[config.mk]
export PLATFORM = sky130hd
export DESIGN_NAME = reservation_station_flat
export DESIGN_NICKNAME = d
export VERILOG_FILES = /design/src/rtl/reservation_station_pkg.sv /design/src/rtl/reservation_station_if.sv /design/src/rtl/reservation_station_select.sv /design/src/rtl/reservation_station.sv /design/src/flat_wrapper.sv
export SDC_FILE = /design/constraint.sdc
export NUM_CORES = 2
export LEC_CHECK = 0
export ABC_CLOCK_PERIOD_IN_PS = 15800
export CAP_MARGIN = 10
export CORE_ASPECT_RATIO = 0.6
export CORE_MARGIN = 1.5
export CORE_UTILIZATION = 45
export CTS_CLUSTER_SIZE = 28
export DETAILED_ROUTE_END_ITERATION = 8
export PLACE_DENSITY = 0.65
export SETUP_SLACK_MARGIN = 0.02
export SYNTH_ARGS = -nofsm -noshare
export SYNTH_HDL_FRONTEND = slang
export SYNTH_SLANG_ARGS = --single-unit
[constraint.sdc]
create_clock -name clk -period 15.8 [get_ports clk]
set_input_delay 2.37 -clock clk [delete_from_list [all_inputs] [get_ports clk]]
set_output_delay 2.37 -clock clk [all_outputs]
set_load 0.05 [all_outputs]
[src/rtl/reservation_station_pkg.sv]
// rtl/reservation_station_pkg.sv - shared widths, sizes and opcode constants for the reservation station
package reservation_station_pkg;

  localparam int DATA_WID = 32;
  localparam int ADDR_WID = 32;
  localparam int ROB_WID  = 4;
  localparam int RS_SIZE  = 16;

  localparam logic [6:0] OP_LUI    = 7'b0110111;
  localparam logic [6:0] OP_AUIPC  = 7'b0010111;
  localparam logic [6:0] OP_JAL    = 7'b1101111;
  localparam logic [6:0] OP_JALR   = 7'b1100111;
  localparam logic [6:0] OP_BRANCH = 7'b1100011;
  localparam logic [6:0] OP_IMM    = 7'b0010011;
  localparam logic [6:0] OP_REG    = 7'b0110011;

  // Which broadcast bus, if any, resolves a pending operand this cycle
  typedef enum logic [1:0] {
    SRC_NONE,
    SRC_ALU,
    SRC_LSB
  } src_sel_t;

endpackage

[src/rtl/reservation_station_if.sv]
// rtl/reservation_station_if.sv - issue, broadcast and dispatch signals of the reservation station
interface reservation_station_if #(
  parameter int ROB_WID  = reservation_station_pkg::ROB_WID,
  parameter int DATA_WID = reservation_station_pkg::DATA_WID,
  parameter int ADDR_WID = reservation_station_pkg::ADDR_WID
);

  logic                issue_valid;
  logic [6:0]          issue_opcode;
  logic [2:0]          issue_funct3;
  logic                issue_funct7;
  logic [DATA_WID-1:0] issue_val1;
  logic [DATA_WID-1:0] issue_val2;
  logic                issue_has_dep1;
  logic                issue_has_dep2;
  logic [ROB_WID-1:0]  issue_dep1;
  logic [ROB_WID-1:0]  issue_dep2;
  logic [ADDR_WID-1:0] issue_imm;
  logic [ADDR_WID-1:0] issue_pc;
  logic [ROB_WID-1:0]  issue_rob_pos;

  logic                alu_res_done;
  logic [ROB_WID-1:0]  alu_res_rob_pos;
  logic [DATA_WID-1:0] alu_res_cal;
  logic                lsb_res_done;
  logic [ROB_WID-1:0]  lsb_res_rob_pos;
  logic [DATA_WID-1:0] lsb_res_val;

  logic                rs_full;
  logic                alu_en;
  logic [6:0]          alu_opcode;
  logic [2:0]          alu_funct3;
  logic                alu_funct7;
  logic [DATA_WID-1:0] alu_val1;
  logic [DATA_WID-1:0] alu_val2;
  logic [ADDR_WID-1:0] alu_imm;
  logic [ROB_WID-1:0]  alu_rob_pos;
  logic [ADDR_WID-1:0] alu_pc;

  modport master (
    output issue_valid, issue_opcode, issue_funct3, issue_funct7, issue_val1, issue_val2,
           issue_has_dep1, issue_has_dep2, issue_dep1, issue_dep2, issue_imm, issue_pc,
           issue_rob_pos, alu_res_done, alu_res_rob_pos, alu_res_cal, lsb_res_done,
           lsb_res_rob_pos, lsb_res_val,
    input  rs_full, alu_en, alu_opcode, alu_funct3, alu_funct7, alu_val1, alu_val2,
           alu_imm, alu_rob_pos, alu_pc
  );

  modport slave (
    input  issue_valid, issue_opcode, issue_funct3, issue_funct7, issue_val1, issue_val2,
           issue_has_dep1, issue_has_dep2, issue_dep1, issue_dep2, issue_imm, issue_pc,
           issue_rob_pos, alu_res_done, alu_res_rob_pos, alu_res_cal, lsb_res_done,
           lsb_res_rob_pos, lsb_res_val,
    output rs_full, alu_en, alu_opcode, alu_funct3, alu_funct7, alu_val1, alu_val2,
           alu_imm, alu_rob_pos, alu_pc
  );

endinterface

[src/rtl/reservation_station_select.sv]
// rtl/reservation_station_select.sv - lowest-index priority encoder over a request vector
module rs_select #(
  parameter int N     = 16,
  parameter int IDX_W = (N > 1) ? $clog2(N) : 1
) (
  input  logic [N-1:0]     req,
  output logic             valid,
  output logic [IDX_W-1:0] idx
);

  always_comb begin
    valid = |req;
    idx   = '0;
    // Scan downward so the last hit written is the lowest set index
    for (int i = N - 1; i >= 0; i--) begin
      if (req[i]) idx = IDX_W'(i);
    end
  end

endmodule

[src/rtl/reservation_station.sv]
// rtl/reservation_station.sv - operand-waiting buffer with broadcast wakeup and in-order-by-index dispatch
module reservation_station #(
  parameter int RS_SIZE  = reservation_station_pkg::RS_SIZE,
  parameter int ROB_WID  = reservation_station_pkg::ROB_WID,
  parameter int DATA_WID = reservation_station_pkg::DATA_WID,
  parameter int ADDR_WID = reservation_station_pkg::ADDR_WID
) (
  input logic                 clk,
  input logic                 rst_n,
  input logic                 rdy,
  input logic                 rollback,
  reservation_station_if.slave bus
);
  import reservation_station_pkg::*;

  localparam int IDX_W = (RS_SIZE > 1) ? $clog2(RS_SIZE) : 1;

  logic [RS_SIZE-1:0]  busy;
  logic [RS_SIZE-1:0]  has_dep1;
  logic [RS_SIZE-1:0]  has_dep2;
  logic [ROB_WID-1:0]  dep1     [RS_SIZE];
  logic [ROB_WID-1:0]  dep2     [RS_SIZE];
  logic [DATA_WID-1:0] val1     [RS_SIZE];
  logic [DATA_WID-1:0] val2     [RS_SIZE];
  logic [6:0]          opcode_q [RS_SIZE];
  logic [2:0]          funct3_q [RS_SIZE];
  logic                funct7_q [RS_SIZE];
  logic [ADDR_WID-1:0] imm_q    [RS_SIZE];
  logic [ADDR_WID-1:0] pc_q     [RS_SIZE];
  logic [ROB_WID-1:0]  rob_q    [RS_SIZE];

  logic [RS_SIZE-1:0]  ready_vec;
  logic                free_valid;
  logic [IDX_W-1:0]    free_idx;
  logic                disp_valid;
  logic [IDX_W-1:0]    disp_idx;
  logic                ins_en;

  assign ready_vec   = busy & ~has_dep1 & ~has_dep2;
  assign bus.rs_full = &busy;
  assign ins_en      = bus.issue_valid && free_valid;

  rs_select #(.N(RS_SIZE), .IDX_W(IDX_W)) u_free_sel (
    .req   (~busy),
    .valid (free_valid),
    .idx   (free_idx)
  );

  rs_select #(.N(RS_SIZE), .IDX_W(IDX_W)) u_ready_sel (
    .req   (ready_vec),
    .valid (disp_valid),
    .idx   (disp_idx)
  );

  // ALU bus wins when both buses carry the same tag
  function automatic src_sel_t snoop(input logic pending, input logic [ROB_WID-1:0] tag);
    if (pending && bus.alu_res_done && bus.alu_res_rob_pos == tag) return SRC_ALU;
    if (pending && bus.lsb_res_done && bus.lsb_res_rob_pos == tag) return SRC_LSB;
    return SRC_NONE;
  endfunction

  // Entry payload is only meaningful while busy, so it carries no reset
  always_ff @(posedge clk) begin
    if (rdy && !rollback) begin
      for (int i = 0; i < RS_SIZE; i++) begin
        if (busy[i]) begin
          case (snoop(has_dep1[i], dep1[i]))
            SRC_ALU: begin has_dep1[i] <= 1'b0; val1[i] <= bus.alu_res_cal; end
            SRC_LSB: begin has_dep1[i] <= 1'b0; val1[i] <= bus.lsb_res_val; end
            default: ;
          endcase
          case (snoop(has_dep2[i], dep2[i]))
            SRC_ALU: begin has_dep2[i] <= 1'b0; val2[i] <= bus.alu_res_cal; end
            SRC_LSB: begin has_dep2[i] <= 1'b0; val2[i] <= bus.lsb_res_val; end
            default: ;
          endcase
        end
      end
      if (ins_en) begin
        opcode_q[free_idx] <= bus.issue_opcode;
        funct3_q[free_idx] <= bus.issue_funct3;
        funct7_q[free_idx] <= bus.issue_funct7;
        imm_q[free_idx]    <= bus.issue_imm;
        pc_q[free_idx]     <= bus.issue_pc;
        rob_q[free_idx]    <= bus.issue_rob_pos;
        dep1[free_idx]     <= bus.issue_dep1;
        dep2[free_idx]     <= bus.issue_dep2;
        case (snoop(bus.issue_has_dep1, bus.issue_dep1))
          SRC_ALU: begin has_dep1[free_idx] <= 1'b0; val1[free_idx] <= bus.alu_res_cal; end
          SRC_LSB: begin has_dep1[free_idx] <= 1'b0; val1[free_idx] <= bus.lsb_res_val; end
          default: begin
            has_dep1[free_idx] <= bus.issue_has_dep1;
            val1[free_idx]     <= bus.issue_val1;
          end
        endcase
        case (snoop(bus.issue_has_dep2, bus.issue_dep2))
          SRC_ALU: begin has_dep2[free_idx] <= 1'b0; val2[free_idx] <= bus.alu_res_cal; end
          SRC_LSB: begin has_dep2[free_idx] <= 1'b0; val2[free_idx] <= bus.lsb_res_val; end
          default: begin
            has_dep2[free_idx] <= bus.issue_has_dep2;
            val2[free_idx]     <= bus.issue_val2;
          end
        endcase
      end
    end
  end

  // Free slot comes from registered busy, so it never aliases this cycle's dispatch slot
  always_ff @(posedge clk or negedge rst_n) begin
    if (!rst_n) begin
      busy            <= '0;
      bus.alu_en      <= 1'b0;
      bus.alu_opcode  <= '0;
      bus.alu_funct3  <= '0;
      bus.alu_funct7  <= 1'b0;
      bus.alu_val1    <= '0;
      bus.alu_val2    <= '0;
      bus.alu_imm     <= '0;
      bus.alu_rob_pos <= '0;
      bus.alu_pc      <= '0;
    end else if (rdy) begin
      if (rollback) begin
        busy       <= '0;
        bus.alu_en <= 1'b0;
      end else begin
        bus.alu_en <= disp_valid;
        if (disp_valid) begin
          busy[disp_idx]  <= 1'b0;
          bus.alu_opcode  <= opcode_q[disp_idx];
          bus.alu_funct3  <= funct3_q[disp_idx];
          bus.alu_funct7  <= funct7_q[disp_idx];
          bus.alu_val1    <= val1[disp_idx];
          bus.alu_val2    <= val2[disp_idx];
          bus.alu_imm     <= imm_q[disp_idx];
          bus.alu_rob_pos <= rob_q[disp_idx];
          bus.alu_pc      <= pc_q[disp_idx];
        end
        if (ins_en) busy[free_idx] <= 1'b1;
      end
    end
  end

endmodule

[src/flat_wrapper.sv]
// flat-port wrapper written by rule: the top's interface ports become plain ports
module reservation_station_flat import reservation_station_pkg::*;
#(
  parameter int RS_SIZE  = reservation_station_pkg::RS_SIZE,
  parameter int ROB_WID  = reservation_station_pkg::ROB_WID,
  parameter int DATA_WID = reservation_station_pkg::DATA_WID,
  parameter int ADDR_WID = reservation_station_pkg::ADDR_WID
)
  (clk, rst_n, rdy, rollback, bus_issue_valid, bus_issue_opcode, bus_issue_funct3, bus_issue_funct7, bus_issue_val1, bus_issue_val2, bus_issue_has_dep1, bus_issue_has_dep2, bus_issue_dep1, bus_issue_dep2, bus_issue_imm, bus_issue_pc, bus_issue_rob_pos, bus_alu_res_done, bus_alu_res_rob_pos, bus_alu_res_cal, bus_lsb_res_done, bus_lsb_res_rob_pos, bus_lsb_res_val, bus_rs_full, bus_alu_en, bus_alu_opcode, bus_alu_funct3, bus_alu_funct7, bus_alu_val1, bus_alu_val2, bus_alu_imm, bus_alu_rob_pos, bus_alu_pc);
  reservation_station_if #(.ROB_WID(ROB_WID), .DATA_WID(DATA_WID), .ADDR_WID(ADDR_WID)) bus_i ();
  input logic clk;
  input logic rst_n;
  input logic rdy;
  input logic rollback;
  input wire logic [$bits(bus_i.issue_valid)-1:0] bus_issue_valid;
  input wire logic [$bits(bus_i.issue_opcode)-1:0] bus_issue_opcode;
  input wire logic [$bits(bus_i.issue_funct3)-1:0] bus_issue_funct3;
  input wire logic [$bits(bus_i.issue_funct7)-1:0] bus_issue_funct7;
  input wire logic [$bits(bus_i.issue_val1)-1:0] bus_issue_val1;
  input wire logic [$bits(bus_i.issue_val2)-1:0] bus_issue_val2;
  input wire logic [$bits(bus_i.issue_has_dep1)-1:0] bus_issue_has_dep1;
  input wire logic [$bits(bus_i.issue_has_dep2)-1:0] bus_issue_has_dep2;
  input wire logic [$bits(bus_i.issue_dep1)-1:0] bus_issue_dep1;
  input wire logic [$bits(bus_i.issue_dep2)-1:0] bus_issue_dep2;
  input wire logic [$bits(bus_i.issue_imm)-1:0] bus_issue_imm;
  input wire logic [$bits(bus_i.issue_pc)-1:0] bus_issue_pc;
  input wire logic [$bits(bus_i.issue_rob_pos)-1:0] bus_issue_rob_pos;
  input wire logic [$bits(bus_i.alu_res_done)-1:0] bus_alu_res_done;
  input wire logic [$bits(bus_i.alu_res_rob_pos)-1:0] bus_alu_res_rob_pos;
  input wire logic [$bits(bus_i.alu_res_cal)-1:0] bus_alu_res_cal;
  input wire logic [$bits(bus_i.lsb_res_done)-1:0] bus_lsb_res_done;
  input wire logic [$bits(bus_i.lsb_res_rob_pos)-1:0] bus_lsb_res_rob_pos;
  input wire logic [$bits(bus_i.lsb_res_val)-1:0] bus_lsb_res_val;
  output wire logic [$bits(bus_i.rs_full)-1:0] bus_rs_full;
  output wire logic [$bits(bus_i.alu_en)-1:0] bus_alu_en;
  output wire logic [$bits(bus_i.alu_opcode)-1:0] bus_alu_opcode;
  output wire logic [$bits(bus_i.alu_funct3)-1:0] bus_alu_funct3;
  output wire logic [$bits(bus_i.alu_funct7)-1:0] bus_alu_funct7;
  output wire logic [$bits(bus_i.alu_val1)-1:0] bus_alu_val1;
  output wire logic [$bits(bus_i.alu_val2)-1:0] bus_alu_val2;
  output wire logic [$bits(bus_i.alu_imm)-1:0] bus_alu_imm;
  output wire logic [$bits(bus_i.alu_rob_pos)-1:0] bus_alu_rob_pos;
  output wire logic [$bits(bus_i.alu_pc)-1:0] bus_alu_pc;
  assign bus_i.issue_valid = bus_issue_valid;
  assign bus_i.issue_opcode = bus_issue_opcode;
  assign bus_i.issue_funct3 = bus_issue_funct3;
  assign bus_i.issue_funct7 = bus_issue_funct7;
  assign bus_i.issue_val1 = bus_issue_val1;
  assign bus_i.issue_val2 = bus_issue_val2;
  assign bus_i.issue_has_dep1 = bus_issue_has_dep1;
  assign bus_i.issue_has_dep2 = bus_issue_has_dep2;
  assign bus_i.issue_dep1 = bus_issue_dep1;
  assign bus_i.issue_dep2 = bus_issue_dep2;
  assign bus_i.issue_imm = bus_issue_imm;
  assign bus_i.issue_pc = bus_issue_pc;
  assign bus_i.issue_rob_pos = bus_issue_rob_pos;
  assign bus_i.alu_res_done = bus_alu_res_done;
  assign bus_i.alu_res_rob_pos = bus_alu_res_rob_pos;
  assign bus_i.alu_res_cal = bus_alu_res_cal;
  assign bus_i.lsb_res_done = bus_lsb_res_done;
  assign bus_i.lsb_res_rob_pos = bus_lsb_res_rob_pos;
  assign bus_i.lsb_res_val = bus_lsb_res_val;
  assign bus_rs_full = bus_i.rs_full;
  assign bus_alu_en = bus_i.alu_en;
  assign bus_alu_opcode = bus_i.alu_opcode;
  assign bus_alu_funct3 = bus_i.alu_funct3;
  assign bus_alu_funct7 = bus_i.alu_funct7;
  assign bus_alu_val1 = bus_i.alu_val1;
  assign bus_alu_val2 = bus_i.alu_val2;
  assign bus_alu_imm = bus_i.alu_imm;
  assign bus_alu_rob_pos = bus_i.alu_rob_pos;
  assign bus_alu_pc = bus_i.alu_pc;
  reservation_station #(.RS_SIZE(RS_SIZE), .ROB_WID(ROB_WID), .DATA_WID(DATA_WID), .ADDR_WID(ADDR_WID)) u_core (.clk(clk), .rst_n(rst_n), .rdy(rdy), .rollback(rollback), .bus(bus_i));
endmodule
== Word-level counts from Yosys, hierarchy flattened ==
Memories as Yosys holds them, arrays and structs flattened. A register that Yosys moved wholly into a read port is not among the register bits.
Index checks and enable logic that the tools add are counted.

* Bitwise operators: 48
* Order comparisons: 4
* Reduce and logical (&&, ||, !) cells: 187
* Equality and inequality tests: 136
* Multiplexer cells: 905

{| class="wikitable"
|+ Operators by type and width
! kind !! number
|-
| $mux 32 || 36
|-
| $mux 1 || 620
|-
| $mux 2 || 204
|-
| $eq 4x4->1 || 68
|-
| $mux 16 || 9
|-
| $logic_and 1x1->1 || 140
|-
| $mux 4 || 32
|-
| $and 16x16->16 || 5
|-
| $not 16->16 || 5
|-
| $eq 2x1->1 const B || 34
|-
| $eq 2x2->1 const B || 34
|-
| $reduce_or 2->1 || 34
|-
| $or 1x1->1 || 36
|-
| $bwmux 16 || 2
|-
| $reduce_or 16->1 || 2
|-
| $or 16x16->16 || 1
|-
| $reduce_and 16->1 || 1
|-
| $lt 4x5->1 const B || 2
|-
| $logic_not 1->1 || 9
|-
| $demux 1 s4 || 2
|-
| $ge 4x1->1 const B || 2
|-
| $reduce_and 3->1 || 1
|-
| $not 1->1 || 1
|}

* Word-level logic and storage cells: 1294
* RAM bits: 2416
* Output and inout bits: 145
* Register bits: 49
* Memories: 10

{| class="wikitable"
|+ Memories
! name !! words !! width !! rd ports !! clocked after memory_dff !! write ports !! RTL line !! RTL
|-
| u_core.imm_q || 16 || 32 || 1 || 1 || 1 || reservation_station.sv:28 || <nowiki>logic [ADDR_WID-1:0] imm_q [RS_SIZE];</nowiki>
|-
| u_core.pc_q || 16 || 32 || 1 || 1 || 1 || reservation_station.sv:29 || <nowiki>logic [ADDR_WID-1:0] pc_q [RS_SIZE];</nowiki>
|-
| u_core.val1 || 16 || 32 || 1 || 1 || 17 || reservation_station.sv:23 || <nowiki>logic [DATA_WID-1:0] val1 [RS_SIZE];</nowiki>
|-
| u_core.val2 || 16 || 32 || 1 || 1 || 17 || reservation_station.sv:24 || <nowiki>logic [DATA_WID-1:0] val2 [RS_SIZE];</nowiki>
|-
| u_core.opcode_q || 16 || 7 || 1 || 1 || 1 || reservation_station.sv:25 || <nowiki>logic [6:0] opcode_q [RS_SIZE];</nowiki>
|-
| u_core.dep1 || 16 || 4 || 16 || 0 || 1 || reservation_station.sv:21 || <nowiki>logic [ROB_WID-1:0] dep1 [RS_SIZE];</nowiki>
|-
| +4 memories || n/a || n/a || n/a || n/a || n/a || n/a ||
|}

== Longest topological paths before layout ==
* Depth after elaboration: 31
* Gate-level depth with buffers: 13
* Depth with buffers taken out: 9

== Cells and area by module ==
Synthesis repeated with hierarchy kept, for this count alone.

* Cells, all modules: 7898
* Area total of the unflattened synthesis: 120122.7 um^2

{| class="wikitable"
|+ Modules (own cells, without submodules)
! module !! cells each !! seq. area each (um^2) !! times used !! area each (um^2)
|-
| reservation_station || 7830 || 77514.3 || 1 || 119769.9
|-
| rs_select || 34 || 0.0 || 2 || 176.4
|}

== Worst setup path before layout ==
OpenSTA, ideal clock, no wires.

* Path type: input to register
* From: in rollback
* To: mem u_core.dep1[13][0], enable pin
* Buffers on the path: 4
* Setup slack: 5.947 ns
* Cell stages on the path: 6
* Required time: 15.161 ns
* Arrival: 9.214 ns
* Cells stage by stage: nand2b_1 -> clkbuf_1 -> buf_1 -> buf_1 -> clkbuf_1 -> nor3_1

* Longest elaborated chain between the ends: 4

{| class="wikitable"
|+ Ends and longest elaborated chain
! element !! RTL line !! RTL
|-
| start, declared || flat_wrapper.sv:14 || <nowiki>input logic rollback;</nowiki>
|-
| $logic_not 1->1 || reservation_station.sv:64 || <nowiki>if (rdy && !rollback) begin</nowiki>
|-
| $logic_and 1x1->1 || reservation_station.sv:64 ||
|-
| $mux 1 || reservation_station.sv:64 ||
|-
| $mux 1 (implied by the code) || reservation_station.sv:86 || <nowiki>dep1[free_idx] <= bus.issue_dep1;</nowiki>
|-
| end, declared || reservation_station.sv:21 ||
|}

Every way passes these cells.

== Worst setup path in the final report ==
* From: reg u_core.busy[9]
* To: reg u_core.bus.alu_pc[9] (netlist name), read port of u_core.pc_q

* Longest elaborated chain between the ends: 12

{| class="wikitable"
|+ Ends and longest elaborated chain
! element !! RTL line !! RTL
|-
| start, declared || reservation_station.sv:18 || <nowiki>logic [RS_SIZE-1:0] busy;</nowiki>
|-
| start signal, assigned || reservation_station.sv:111 || <nowiki>busy <= '0;</nowiki>
|-
| start signal, assigned || reservation_station.sv:123 || <nowiki>busy <= '0;</nowiki>
|-
| start signal, assigned by index || reservation_station.sv:128 || <nowiki>busy[disp_idx] <= 1'b0;</nowiki>
|-
| $and 16x16->16 (*) (2 in series) || reservation_station.sv:39 || <nowiki>assign ready_vec = busy & ~has_dep1 & ~has_dep2;</nowiki>
|-
| $mux 4 (10 in series) || reservation_station_select.sv:16 || <nowiki>if (req[i]) idx = IDX_W'(i);</nowiki>
|-
| end, declared || reservation_station_if.sv:55 || <nowiki>alu_imm, alu_rob_pos, alu_pc</nowiki>
|}

Mark *: on every way between the ends. The rest lies on a longest branch, timed or not.
A chain may end at the register's enable or synchronous reset.

==> run_summary.xml <==
<?xml version="1.0" encoding="UTF-8"?>
<metrics>
  <group name="status">
    <metric name="run_status" unit="">finished, violations left</metric>
    <metric name="violated_checks" unit="">DRC, slew limit</metric>
  </group>
  <group name="logic_synthesis">
    <metric name="ys_ff_latch" unit="">2608</metric>
    <metric name="synthesis.area_per_instance" unit="µm²">12.92</metric>
    <metric name="synth_top_cell_by_area" unit="">sky130_fd_sc_hd__edfxtp_1</metric>
    <metric name="syn_nets" unit="">9958</metric>
    <metric name="synth-main-ff-cell" unit="">sky130_fd_sc_hd__edfxtp_1</metric>
    <metric name="synth_async_sr_flop_share" unit="">0.06135</metric>
    <metric name="synth.cell_area" unit="µm²">125600</metric>
    <metric name="synth.distinct_cells" unit="">76</metric>
    <metric name="synth_seq_area_share" unit="">0.6170</metric>
    <metric name="synth.top_cells.by_area" unit="">sky130_fd_sc_hd__edfxtp_1 (59%), sky130_fd_sc_hd__mux2i_1 (15%), sky130_fd_sc_hd__dfrtp_1 (3.2%), sky130_fd_sc_hd__nand2_1 (2.2%), sky130_fd_sc_hd__clkbuf_1 (2.2%)</metric>
    <metric name="synthesis.yosys.warnings" unit="">0</metric>
    <metric name="synth_top_area_frac" unit="">0.5851</metric>
    <metric name="synth_edf_count" unit="">2448</metric>
    <metric name="post_synth_inst_count" unit="">9726</metric>
  </group>
  <group name="detailed_routing">
    <metric name="ant_nets" unit="">0</metric>
    <metric name="finalWirelength" unit="µm">513100</metric>
    <metric name="dr_iter_0_viols" unit="">18090</metric>
    <metric name="drt_pre_antenna_iters" unit="">9</metric>
    <metric name="route.detailed.wl_per_inst" unit="µm">37.95</metric>
    <metric name="num_vias" unit="">94880</metric>
    <metric name="via_per_inst" unit="">7.018</metric>
    <metric name="route.detailed.drc" unit="">3</metric>
  </group>
  <group name="final_layout">
    <metric name="final_instance_area" unit="µm²">141300</metric>
    <metric name="area_delta_synth_final" unit="%">12.43</metric>
    <metric name="layout.nets" unit="">9810</metric>
    <metric name="drive_above_1_share" unit="">0.08661</metric>
  </group>
  <group name="clock_tree">
    <metric name="tritoncts_clock_tree" unit="">yes</metric>
    <metric name="post_cts.repair.setup_buffers" unit="">0</metric>
    <metric name="clockRootBuffer" unit="">sky130_fd_sc_hd__clkbuf_16</metric>
    <metric name="cts.hold.buffers_added" unit="">0</metric>
    <metric name="cts_made_buffers" unit="">243</metric>
    <metric name="cts.reportedPaths.clkPinSlew" unit="ns">0.07</metric>
    <metric name="cts_max_level" unit="">4</metric>
    <metric name="clock_path_buffers" unit="">4</metric>
    <metric name="clock_latency" unit="ns">0.97</metric>
    <metric name="cts_resized" unit="">0</metric>
    <metric name="numClockSinks" unit="">2608</metric>
  </group>
  <group name="placed_design">
    <metric name="port-buffer-count" unit="">376</metric>
    <metric name="place_area" unit="µm²">133200</metric>
    <metric name="routabilityCongestion" unit="">0.8983</metric>
    <metric name="dp_hpwl" unit="µm">262200</metric>
  </group>
  <group name="sta">
    <metric name="final.setup.tns" unit="ns">0</metric>
    <metric name="slew_headroom" unit="">-0.05420</metric>
    <metric name="finalSetupViolations" unit="">0</metric>
    <metric name="worst_clock_skew" unit="ns">0.1371</metric>
    <metric name="timing_hold_violations_final" unit="">0</metric>
    <metric name="period_minus_ws_final" unit="ns">7.020</metric>
    <metric name="timing_max_transition_violations_final" unit="">62</metric>
    <metric name="worst_slew_pin_slew" unit="ns">1.581</metric>
    <metric name="achievable-frequency" unit="MHz">142.4</metric>
    <metric name="rsz0062_at_grt" unit="">false</metric>
    <metric name="min_period_over_period" unit="">0.4443</metric>
  </group>
  <group name="global_route">
    <metric name="gr-usage-all-layers" unit="">0.3509</metric>
    <metric name="number_of_antenna_violations_at_the_first_check_in_global_routing" unit="">42</metric>
    <metric name="grt_pass1_vias" unit="">89740</metric>
    <metric name="grt_overflow" unit="">0</metric>
    <metric name="grt_max_degree" unit="">147</metric>
    <metric name="grt_pass1_wl" unit="µm">702700</metric>
  </group>
  <group name="setup_path">
    <metric name="ff2ff_setup_slack" unit="ns">8.78</metric>
    <metric name="crit_path_start_kind" unit="">register</metric>
    <metric name="worst-setup-path-type" unit="">reg2reg</metric>
    <metric name="crit_path_end_kind" unit="">register</metric>
    <metric name="worstPathMaxFanout" unit="">52</metric>
    <metric name="arrival_time_of_data_at_the_critical_path_endpoint" unit="ns">7.84</metric>
    <metric name="cp_data_required_time" unit="ns">16.61</metric>
  </group>
  <group name="pwr">
    <metric name="total_switching_power" unit="µW">4512</metric>
    <metric name="clock_power_share" unit="">0.376</metric>
    <metric name="max_ir_drop_vdd" unit="mV">0.1195</metric>
    <metric name="cellLeakagePower" unit="µW">0.04827</metric>
    <metric name="power_frac_seq" unit="">0.493</metric>
    <metric name="comb_power_share" unit="">0.131</metric>
    <metric name="internal_power" unit="µW">11810</metric>
    <metric name="switching_share" unit="">0.2765</metric>
    <metric name="powerDensity" unit="nW/µm²">115.5</metric>
    <metric name="totalPowerFinal" unit="µW">16320</metric>
  </group>
  <group name="floorplan">
    <metric name="design.die.area" unit="µm²">282500</metric>
    <metric name="floorplan.die.width" unit="µm">685.2</metric>
    <metric name="floorplan.core_area" unit="µm²">278100</metric>
    <metric name="placement_rows" unit="">150</metric>
    <metric name="floorplan.initialDensity" unit="">0.4517</metric>
    <metric name="ioPinCount" unit="">377</metric>
    <metric name="die-height" unit="µm">412.3</metric>
  </group>
  <group name="hold_path">
    <metric name="hp_class" unit="">reg2reg</metric>
  </group>
  <group name="job">
    <metric name="max_cap_violations" unit="">0</metric>
  </group>
</metrics>
## state kept, by name, indices dropped and copies added (netlist names), 48 cells and up
name and cells:
u_core.val2 512, u_core.imm_q 512, u_core.dep1 64, u_core.dep2 64
u_core.opcode_q 112, u_core.funct3_q 48, u_core.val1 512, u_core.pc_q 512
u_core.rob_q 64
## cells in the mapped netlist (10+ instances only)
cell,count
sky130_fd_sc_hd__nor3b_1,120
sky130_fd_sc_hd__a21o_1,73
sky130_fd_sc_hd__nand3_1,187
sky130_fd_sc_hd__o2bb2ai_1,100
sky130_fd_sc_hd__o21ai_0,471
sky130_fd_sc_hd__a221oi_1,56
sky130_fd_sc_hd__a21oi_1,337
sky130_fd_sc_hd__nand2_1,744
sky130_fd_sc_hd__nor2_1,349
sky130_fd_sc_hd__o22ai_1,70
sky130_fd_sc_hd__a32o_1,27
sky130_fd_sc_hd__a222oi_1,42
sky130_fd_sc_hd__dfrtp_1,160
sky130_fd_sc_hd__a32oi_1,65
sky130_fd_sc_hd__a2111oi_0,27
sky130_fd_sc_hd__nand4b_1,10
sky130_fd_sc_hd__buf_1,164
sky130_fd_sc_hd__a22o_1,88
sky130_fd_sc_hd__o2111a_1,28
sky130_fd_sc_hd__inv_1,45
sky130_fd_sc_hd__o211ai_1,187
sky130_fd_sc_hd__o221ai_1,17
sky130_fd_sc_hd__o21a_1,34
sky130_fd_sc_hd__a41oi_1,15
sky130_fd_sc_hd__o21ai_1,36
sky130_fd_sc_hd__nor4_1,107
sky130_fd_sc_hd__mux2i_1,1851
sky130_fd_sc_hd__clkbuf_1,726
sky130_fd_sc_hd__xor2_1,131
sky130_fd_sc_hd__mux2_2,32
sky130_fd_sc_hd__edfxtp_1,2448
sky130_fd_sc_hd__o2111ai_1,19
sky130_fd_sc_hd__nand4_1,50
sky130_fd_sc_hd__nor3_1,81
sky130_fd_sc_hd__a31oi_1,151
sky130_fd_sc_hd__buf_2,188
sky130_fd_sc_hd__a221o_1,93
sky130_fd_sc_hd__a22oi_1,246
sky130_fd_sc_hd__xnor2_1,51
## per-layer routing
metal,wire length [µm],GRT usage,share of wire
met1,185500,0.4629,0.36
met2,215500,0.5093,0.42
met3,78420,0.1186,0.15
met4,33340,0.1939,0.065
met5,361,0.0001673,0.00070
## power by group through the flow
stage	sequential (µW)	clock (µW)	combinational, µW
2_1_floorplan	8660	0	651
3_3_place_gp	8180	0	2080
3_5_place_dp	8190	0	2120
4_1_cts	8040	6120	2130
5_1_grt	8050	6370	2240
6_report	8040	6140	2140
## metrics by stage
step	hold WS, ns	util	cells	worst slack [ns]
finish	0.4715	0.5079	13520	8.780
global route	0.5067	0.5078	13510	8.701
CTS	0.4655	0.5077	13500	9.087
detailed placement	0.5137	0.4789	13060	8.122
global placement	0.5029	0.4789	13060	8.340
floorplan	0.4872	-	9726	5.947
## logic make-up (layout without fill, tap and decap cells)
kind of cell	after synthesis	count (layout)	share of synthesized area
mux	1883	1883	0.1503
xor+xnor	182	182	0.01269
other cells	0	16	0
buf+inv	1134	1187	0.03592
flops	2608	2608	0.6170
simple gates	1709	1709	0.06289
compound gates	2210	2210	0.1212
## cell usage in the layout, fill, tap and decap left out, types with 65 or more instances in the layout
cell and instances:
sky130_fd_sc_hd__edfxtp_1 2448, sky130_fd_sc_hd__mux2i_1 1851, sky130_fd_sc_hd__nand2_1 740, sky130_fd_sc_hd__o21ai_0 471, sky130_fd_sc_hd__clkdlybuf4s50_1 370, sky130_fd_sc_hd__nor2_1 332
sky130_fd_sc_hd__a21oi_1 313, sky130_fd_sc_hd__buf_4 294, sky130_fd_sc_hd__a22oi_1 246, sky130_fd_sc_hd__clkbuf_16 245, sky130_fd_sc_hd__o211ai_1 187, sky130_fd_sc_hd__nand3_1 183
sky130_fd_sc_hd__dfrtp_1 160, sky130_fd_sc_hd__a31oi_1 149, sky130_fd_sc_hd__xor2_1 131, sky130_fd_sc_hd__nor3b_1 114, sky130_fd_sc_hd__nor4_1 106, sky130_fd_sc_hd__o2bb2ai_1 100
sky130_fd_sc_hd__a221o_1 93, sky130_fd_sc_hd__a22o_1 88, sky130_fd_sc_hd__nor3_1 72, sky130_fd_sc_hd__a21o_1 72, sky130_fd_sc_hd__o22ai_1 69, sky130_fd_sc_hd__a32oi_1 65
## area by class of cell
class | instances | area (µm²)
fill | 23350 | 136900
clock buffer | 323 | 6694
antenna | 16 | 40.04
sequential | 2608 | 77510
tap | 3724 | 4659
multi-input combinational | 5984 | 44460
inverter | 49 | 183.9
timing repair buffer | 692 | 6386
clock inverter | 123 | 1319
## worst max-delay path, cell delays in order, from the launching register on
cell and delay (ns):
sky130_fd_sc_hd__dfrtp_1 0.58, sky130_fd_sc_hd__nor3b_1 1.03, sky130_fd_sc_hd__nor2_1 0.27, sky130_fd_sc_hd__o21a_1 0.26
sky130_fd_sc_hd__buf_4 0.28, sky130_fd_sc_hd__nand2_1 0.13, sky130_fd_sc_hd__buf_4 0.44, sky130_fd_sc_hd__a31oi_4 0.13
sky130_fd_sc_hd__buf_4 0.36, sky130_fd_sc_hd__buf_4 0.42, sky130_fd_sc_hd__nor3b_2 0.89, sky130_fd_sc_hd__buf_4 0.62
sky130_fd_sc_hd__buf_4 0.87, sky130_fd_sc_hd__a22oi_1 0.22, sky130_fd_sc_hd__a31oi_1 0.19
## path summary, 6_finish.rpt
| path | start | end | depth (start not counted) |
|---|---|---|---|
| max in group asynchronous | rst_n | u_core.bus.alu_imm[25] | 3 |
| min in group asynchronous | rst_n | u_core.bus.alu_val1[30] | 1 |
| min reg2reg | u_core.pc_q[1][10] | u_core.bus.alu_pc[10] | 2 |
| max | u_core.busy[9] | u_core.bus.alu_pc[9] | 14 |
| max reg2reg | u_core.busy[9] | u_core.bus.alu_pc[9] | 14 |
| min | u_core.pc_q[1][10] | u_core.bus.alu_pc[10] | 2 |
Note: power is estimated with default switching activity, not from simulation.
